`src/rtl/writeback_pkg.sv`:
```
// Shared encodings for the writeback stage: load funct3 values, error codes,
// FSM states, and the accept-time load legality check.
package writeback_pkg;

  localparam logic [2:0] F3_LB  = 3'b000;
  localparam logic [2:0] F3_LH  = 3'b001;
  localparam logic [2:0] F3_LW  = 3'b010;
  localparam logic [2:0] F3_LBU = 3'b100;
  localparam logic [2:0] F3_LHU = 3'b101;

  localparam logic [1:0] ERR_NONE     = 2'b00;
  localparam logic [1:0] ERR_MISALIGN = 2'b01;
  localparam logic [1:0] ERR_FUNCT3   = 2'b10;
  localparam logic [1:0] ERR_TIMEOUT  = 2'b11;

  localparam logic [4:0] REG_ZERO = 5'd0;

  typedef enum logic [0:0] {
    WB_IDLE      = 1'b0,
    WB_LOAD_WAIT = 1'b1
  } wb_state_e;

  // Illegal funct3 outranks misalignment.
  function automatic logic [1:0] load_check(input logic [2:0] f3, input logic [1:0] a);
    logic [1:0] code;
    code = ERR_NONE;
    case (f3)
      F3_LB, F3_LBU: code = ERR_NONE;
      F3_LH, F3_LHU: code = a[0] ? ERR_MISALIGN : ERR_NONE;
      F3_LW:         code = (a != 2'b00) ? ERR_MISALIGN : ERR_NONE;
      default:       code = ERR_FUNCT3;
    endcase
    return code;
  endfunction

endpackage

```
`src/rtl/writeback_load_ext.sv`:
```
// Load data extractor: picks the byte/half/word addressed by addr_lo and
// sign- or zero-extends it according to funct3. Purely combinational.
module writeback_load_ext
  import writeback_pkg::*;
#(
  parameter int W = 32
) (
  input  logic [2:0]   i_funct3,
  input  logic [1:0]   i_addr_lo,
  input  logic [W-1:0] i_word,
  output logic [W-1:0] o_val
);

  logic [7:0]  w_byte;
  logic [15:0] w_half;

  always_comb begin
    w_byte = 8'h00;
    case (i_addr_lo)
      2'd0:    w_byte = i_word[7:0];
      2'd1:    w_byte = i_word[15:8];
      2'd2:    w_byte = i_word[23:16];
      default: w_byte = i_word[31:24];
    endcase
    w_half = i_addr_lo[1] ? i_word[31:16] : i_word[15:0];
  end

  always_comb begin
    o_val = i_word;
    case (i_funct3)
      F3_LB:   o_val = {{(W-8){w_byte[7]}}, w_byte};
      F3_LBU:  o_val = {{(W-8){1'b0}}, w_byte};
      F3_LH:   o_val = {{(W-16){w_half[15]}}, w_half};
      F3_LHU:  o_val = {{(W-16){1'b0}}, w_half};
      default: o_val = i_word;
    endcase
  end

endmodule

```
`src/rtl/writeback.sv`:
```
// Final pipeline stage: sole register-file writer. Retires ALU results directly
// and loads after the memory response; flags bad or timed-out loads.
module writeback
  import writeback_pkg::*;
#(
  parameter int W       = 32,
  parameter int TIMEOUT = 16
) (
  input  logic         clk,
  input  logic         rst,
  input  logic         in_valid,
  output logic         in_ready,
  input  logic         in_is_load,
  input  logic [4:0]   in_rd,
  input  logic [2:0]   in_funct3,
  input  logic [1:0]   in_addr_lo,
  input  logic [W-1:0] in_result,
  input  logic         mem_rvalid,
  input  logic [W-1:0] mem_rdata,
  output logic         wen,
  output logic [4:0]   rd,
  output logic [W-1:0] rd_val,
  output logic         err,
  output logic [1:0]   err_code,
  output logic [31:0]  retire_cnt,
  output wb_state_e    o_dbg_state
);

  // Handshake: a transfer happens on a posedge where in_valid && in_ready;
  // in_ready is high only in IDLE, so at most one instruction is in flight.

  localparam int CW = $clog2(TIMEOUT) + 1;

  wb_state_e      r_state, w_next_state;
  logic [2:0]     r_f3;
  logic [1:0]     r_addr;
  logic [4:0]     r_ld_rd;
  logic [CW-1:0]  r_tcnt, w_tcnt;
  logic           r_wen, w_wen;
  logic [4:0]     r_rd, w_rd;
  logic [W-1:0]   r_rd_val, w_rd_val;
  logic           r_err, w_err;
  logic [1:0]     r_err_code, w_err_code;
  logic [31:0]    r_retire_cnt, w_retire_cnt;
  logic           w_latch;
  logic [1:0]     w_chk;
  logic [W-1:0]   w_ext;

  writeback_load_ext #(.W(W)) u_load_ext (
    .i_funct3  (r_f3),
    .i_addr_lo (r_addr),
    .i_word    (mem_rdata),
    .o_val     (w_ext)
  );

  assign in_ready    = (r_state == WB_IDLE);
  assign wen         = r_wen;
  assign rd          = r_rd;
  assign rd_val      = r_rd_val;
  assign err         = r_err;
  assign err_code    = r_err_code;
  assign retire_cnt  = r_retire_cnt;
  assign o_dbg_state = r_state;

  always_comb begin
    w_next_state = r_state;
    w_tcnt       = r_tcnt;
    w_wen        = 1'b0;
    w_rd         = r_rd;
    w_rd_val     = r_rd_val;
    w_err        = 1'b0;
    w_err_code   = r_err_code;
    w_retire_cnt = r_retire_cnt;
    w_latch      = 1'b0;
    w_chk        = load_check(in_funct3, in_addr_lo);
    case (r_state)
      WB_IDLE: begin
        if (in_valid) begin
          if (!in_is_load) begin
            w_wen        = (in_rd != REG_ZERO);
            w_retire_cnt = r_retire_cnt + 32'd1;
            if (in_rd != REG_ZERO) begin
              w_rd     = in_rd;
              w_rd_val = in_result;
            end
          end else if (w_chk != ERR_NONE) begin
            w_err      = 1'b1;
            w_err_code = w_chk;
          end else begin
            w_latch      = 1'b1;
            w_tcnt       = '0;
            w_next_state = WB_LOAD_WAIT;
          end
        end
      end
      WB_LOAD_WAIT: begin
        // A response on the final allowed cycle still completes normally.
        if (mem_rvalid) begin
          w_wen        = (r_ld_rd != REG_ZERO);
          w_retire_cnt = r_retire_cnt + 32'd1;
          w_next_state = WB_IDLE;
          if (r_ld_rd != REG_ZERO) begin
            w_rd     = r_ld_rd;
            w_rd_val = w_ext;
          end
        end else if (r_tcnt == CW'(TIMEOUT - 1)) begin
          w_err        = 1'b1;
          w_err_code   = ERR_TIMEOUT;
          w_next_state = WB_IDLE;
        end else begin
          w_tcnt = r_tcnt + CW'(1);
        end
      end
      default: w_next_state = WB_IDLE;
    endcase
  end

  always_ff @(posedge clk) begin
    if (rst) begin
      r_state      <= WB_IDLE;
      r_f3         <= 3'b000;
      r_addr       <= 2'b00;
      r_ld_rd      <= 5'd0;
      r_tcnt       <= '0;
      r_wen        <= 1'b0;
      r_rd         <= 5'd0;
      r_rd_val     <= '0;
      r_err        <= 1'b0;
      r_err_code   <= 2'b00;
      r_retire_cnt <= 32'd0;
    end else begin
      r_state      <= w_next_state;
      r_tcnt       <= w_tcnt;
      r_wen        <= w_wen;
      r_rd         <= w_rd;
      r_rd_val     <= w_rd_val;
      r_err        <= w_err;
      r_err_code   <= w_err_code;
      r_retire_cnt <= w_retire_cnt;
      if (w_latch) begin
        r_f3    <= in_funct3;
        r_addr  <= in_addr_lo;
        r_ld_rd <= in_rd;
      end
    end
  end

endmodule

```
`config.mk`:
```
export PLATFORM = sky130hd
export DESIGN_NAME = writeback
export DESIGN_NICKNAME = d
export VERILOG_FILES = /design/src/rtl/writeback_pkg.sv /design/src/rtl/writeback_load_ext.sv /design/src/rtl/writeback.sv
export SDC_FILE = /design/constraint.sdc
export NUM_CORES = 1
export LEC_CHECK = 0
export ABC_AREA = 0
export CAP_MARGIN = 5
export CORE_MARGIN = 5
export CORE_UTILIZATION = 50
export DETAILED_ROUTE_END_ITERATION = 10
export PLACE_DENSITY = 0.92
export SLEW_MARGIN = 20
export SYNTH_ARGS = -nofsm -noshare
export SYNTH_HDL_FRONTEND = slang
export SYNTH_SLANG_ARGS = --single-unit
```
`constraint.sdc`:
```
create_clock -name clk -period 3.4 [get_ports clk]
set_clock_uncertainty 0.15 [all_clocks]
set_input_delay 0.85 -clock clk [delete_from_list [all_inputs] [get_ports clk]]
set_output_delay 0.85 -clock clk [all_outputs]
set_load 0.05 [all_outputs]
```
# Word-level counts from Yosys, hierarchy flattened
# Cells that the tools add are included.
# word_totals
reg_bits	89
input_bits	79
out_inout_bits	75
elab_cells	99
# op_classes
add_sub_neg	2
eq_ne	21
mux	51
n_bitwise	1
reduce_logical	13
# ops
op	n
2-to-1 mux 32 bit	8
case mux 32 bit (2 select lines)	2
case mux 32 bit (4 select lines)	1
2-to-1 mux 5 bit	10
adder 32 x 1 -> 32 bit (second input constant)	1
case mux 8 bit (3 select lines)	1
case mux 5 bit (2 select lines)	2
2-to-1 mux 1 bit	16
2-to-1 mux 16 bit	1
AND reduction 5 bit	3
== test 3 bit (second input constant)	4
inequality test 2 bit (second input constant)	6
2-to-1 mux 2 bit	5
inequality test 2 x 1 -> 1 bit (second input constant)	5
nonzero test 5 bit	2
== test 3 x 1 -> 1 bit (second input constant)	2
zero test 3 bit	2
case mux 1 bit (2 select lines)	3
case mux 2 bit (3 select lines)	1
adder 5 x 1 -> 5 bit (second input constant)	1
== test 5 x 4 -> 1 bit (second input constant)	1
case mux 2 bit (2 select lines)	1
nonzero test 2 bit	2
OR reduction 2 bit	2
other kinds (6)	6

# Logic depth before layout (Yosys ltp)
# logic_depth
word_depth	8
ltp_mapped	7
ltp_nobuf	7

# Hierarchy
# Synthesis repeated with hierarchy kept, for this count alone.
# unflattened
hier_cells	593
hier_area_um2	5117.4
# by_module_without_submodules
mod	n_inst	cells_each	area_per_inst_um2	seq_area_each_um2
writeback	1	460	4147.7	1781.7
writeback_load_ext	1	133	969.7	0.0

# Worst setup path before layout
# OpenSTA, ideal clock, no wires.
# synth_path
kind	register to output
start	reg r_state, in the netlist o_dbg_state
end	out in_ready
t_arrival_ns	1.429
required_ns	2.400
setup_slack_ns	0.971
path_stages_with_launch	4
n_path_buf	2
cell_sequence	dfxtp_1 -> buf_4 -> inv_1 -> clkbuf_1
# synth_between
elab_chain_len	1
# synth_rtl
element	line	text
start: declaration	writeback.sv:34	wb_state_e r_state, w_next_state;
start signal: assignment	writeback.sv:132	r_state <= w_next_state;
NOT 1 bit	-	
end: declaration	writeback.sv:12	output logic in_ready,
# No other way between the ends.

# Worst setup path in the final report
# Same ends and word-level chain as after synthesis.

==> run_results.csv <==
group,metric,value,unit
run_status,outcome,"finished clean",
placement,place_congestion,0.933,
sta,hold_violations,0,
sta,final_max_slew_viol_count,0,
clock_tree,cts_root_buf,"clkbuf_8",
synthesis,synth_edf_count,0,
global_routing,grt_pass1_vias,4706,
drt,vias_per_cell,5.98,
finish,drive_above_1_share,0.0798,
floorplan,design.core.area,0.00911,sq mm
finish,synthToLayoutAreaGrowth,39.3,%
run,maxCapViolCount,0,
finish,seqCellArea,0.00178,sq mm
sta,period_needed,2.96,ns
finish,final_net_count,754,
drt,wl_per_cell,19.1,um
setup_path,cp_slowest_stage_delay,0.53,ns
finish,multi_input_area,0.00260,sq mm
synthesis,avgSynthCellArea,8.54,sq um
placement,dp_hpwl,11000,um
global_routing,track_usage,0.263,
power,leakage,0.00219,uW
power,peakVddDrop,238,uV
placement,portBuffers,153,
floorplan,row_count,35,
clock_tree,cts_resized,0,
synthesis,syn-cell-area,0.00459,sq mm
sta,rsz0062_at_grt,"no",
setup_path,criticalPathCategory,"reg2out",
sta,setup_tns,0,ns
sta,whs,0.316,ns
setup_path,arrival,1.96,ns
synthesis,synth-main-ff-cell,"dfxtp_1",
synthesis,synth_seq_area_share,0.388,
setup_path,crit_path_top_delay_cell,"dfxtp_1",
synthesis,synth_cell_types,63,
setup_path,worst_ep_required_time,2.40,ns
clock_tree,cts_setup_buffers,0,
setup_path,crit_path_max_fanout,32,
synthesis,synthCells,537,
synthesis,syn_nets,619,
clock_tree,cts_tree,"built",
floorplan,die_h,106,um
clock_tree,hold_buffers,0,
sta,finalSetupViolCount,0,
synthesis,yosys_warnings,0,
drt,ant_nets,0,
synthesis,ys_ff_latch,89,
sta,max_freq,0.337,GHz
floorplan,dieArea,0.0112,sq mm
global_routing,grt_max_degree,77,
min_path,worst_hold_path_type,"reg2reg",
clock_tree,cts_buffers,9,
clock_tree,clk_pin_slew,0.09,ns
setup_path,critical_path.top_delay_family,"buffers and inverters",
floorplan,start_util,0.504,
setup_path,crit_top_cell,"buf_4",
finish,finalNonFillerCells,788,
drt,drt_wl_total,15000,um
synthesis,synthArstFlopShare,0,
global_routing,grt_antenna_before_repair,0,
setup_path,path_cells,"buf_4 -> inv_1 -> buf_4",
power,cellPowerDensity,393,mW/mm^2
drt,route.detailed.drc,0,
clock_tree,clock_latency,0.35,ns
clock_tree,h-tree-depth,3,
sta,final.period_utilization,0.872,
global_routing,grt_pass1_wl,23900,um
setup_path,crit_buf_inv,3,
drt,vias,4710,
floorplan,ioPinCount,154,
clock_tree,cts_max_path_buffers,2,
floorplan,die_width,106,um
global_routing,grt_overflow,0,
finish,fill_cells,720,
setup_path,worstSetupStartpointType,"flip-flop",
clock_tree,clkSinkCount,89,
drt,drtPass1Iterations,7,
setup_path,end_kind,"primary output",
sta,slew_headroom,0.301,
placement,dp.cells,772,
finish,antennaDiodeCount,0,
drt,drt_iter0_markers,318,
sta,worst_pin_slew,1.05,ns
==> state kept, by name, indices dropped and copies added (netlist names), 2 cells and up <==
| name | count |
|---|---|
| r_ld_rd | 5 |
| retire_cnt | 32 |
| r_f3 | 3 |
| rd | 5 |
| r_tcnt | 5 |
| err_code | 2 |
| r_addr | 2 |
| rd_val | 32 |
==> path summary, 6_finish.rpt <==
kind	startpoint	to	depth (start not counted)	slack (ns)
worst max-delay path	o_dbg_state	in_ready	3	0.44
worst min-delay path	rd_val[10]	rd_val[10]	2	0.32
worst max register to register	r_f3[0]	rd_val[10]	5	0.72
worst min register to register	rd_val[10]	rd_val[10]	2	0.32
==> area by class of cell <==
type | instances | area share
repair buffers | 162 | 0.249
clock buffers | 12 | 0.0243
multi-input cells | 404 | 0.407
flip-flops and latches | 89 | 0.279
inverters | 6 | 0.00353
well taps | 111 | 0.0217
clock inverters | 4 | 0.0155
==> through the flow <==
stage	total power [uW]	utilization	setup slack, ns	cell area [sq um]
finish	2510	0.701	0.435	6390
global route	2590	0.701	0.321	6390
floorplan	1410	-	0.971	4590
global placement	1610	0.673	0.156	6130
CTS	2510	0.701	0.428	6380
detailed placement	1620	0.673	0.0660	6130
==> Yosys cell counts (all sizes together) (2+ instances only) <==
cell	instances	share of area
a211oi	12	0.028
nor3	13	0.015
o41ai	2	0.0071
o31ai	18	0.032
xor2	14	0.027
mux2i	13	0.028
nor2	55	0.046
nor2b	7	0.0095
o221ai	14	0.027
mux2	3	0.0074
nor3b	3	0.0074
nand2	53	0.045
buf	15	0.021
xnor2	17	0.032
a22o	2	0.0038
o31a	8	0.015
nor4	3	0.0068
inv	5	0.0041
and4	4	0.0082
a21oi	63	0.071
clkbuf	22	0.018
nand4	8	0.014
and2	2	0.0027
o211a	2	0.0044
nand3	25	0.027
and3	11	0.016
ha	3	0.0082
nor4b	2	0.0038
dfxtp	89	0.39
nand3b	18	0.029
o21ai	13	0.014
a22oi	3	0.0049
==> cell families after synthesis <==
group,Yosys count,synth area share
adders and majority gates,3,0.00818
buffers and inverters,44,0.0458
xor gates and xnor gates,31,0.0592
DFF,89,0.388
AOI/OAI and AO/OA,145,0.223
and+or+nand+nor,209,0.239
muxes,16,0.0357
==> report_power, final <==
part           leakage (uW)  switching (uW)  internal (uW)
Clock              0.000127             377            531
Combinational       0.00134             291            204
Sequential         0.000723            29.0           1080
==> tightest hold or removal path, cell delays in order, from the launching register on <==
cell and delay [ns]:
dfxtp_1 0.32, nand2_1 0.05, a21oi_1 0.05
==> routing by layer <==
metal,up-vias,global-route usage,share of wire
met5,-,0,0
met4,0,0.0916,0.025
met3,42,0.0723,0.089
met2,244,0.440,0.47
met1,2207,0.325,0.41
li1,2217,-,-
==> cell usage in the layout (no fill, tap or decap), drive strengths merged, types with 3 or more instances in the layout <==
| master | count |
|---|---|
| clkdlybuf4s50 | 150 |
| dfxtp | 89 |
| a21oi | 63 |
| nor2 | 55 |
| nand2 | 53 |
| nand3 | 25 |
| nand3b | 18 |
| o31ai | 18 |
| xnor2 | 17 |
| xor2 | 14 |
| o221ai | 14 |
| mux2i | 13 |
| nor3 | 13 |
| o21ai | 13 |
| buf | 12 |
| clkbuf | 12 |
| a211oi | 12 |
| and3 | 11 |
| o31a | 8 |
| nand4 | 8 |
| nor2b | 7 |
| inv | 5 |
| and4 | 4 |
| a22oi | 3 |
| ha | 3 |
| bufinv | 3 |
| mux2 | 3 |
| nor3b | 3 |
| nor4 | 3 |
Note: power is estimated with default switching activity, not from simulation.
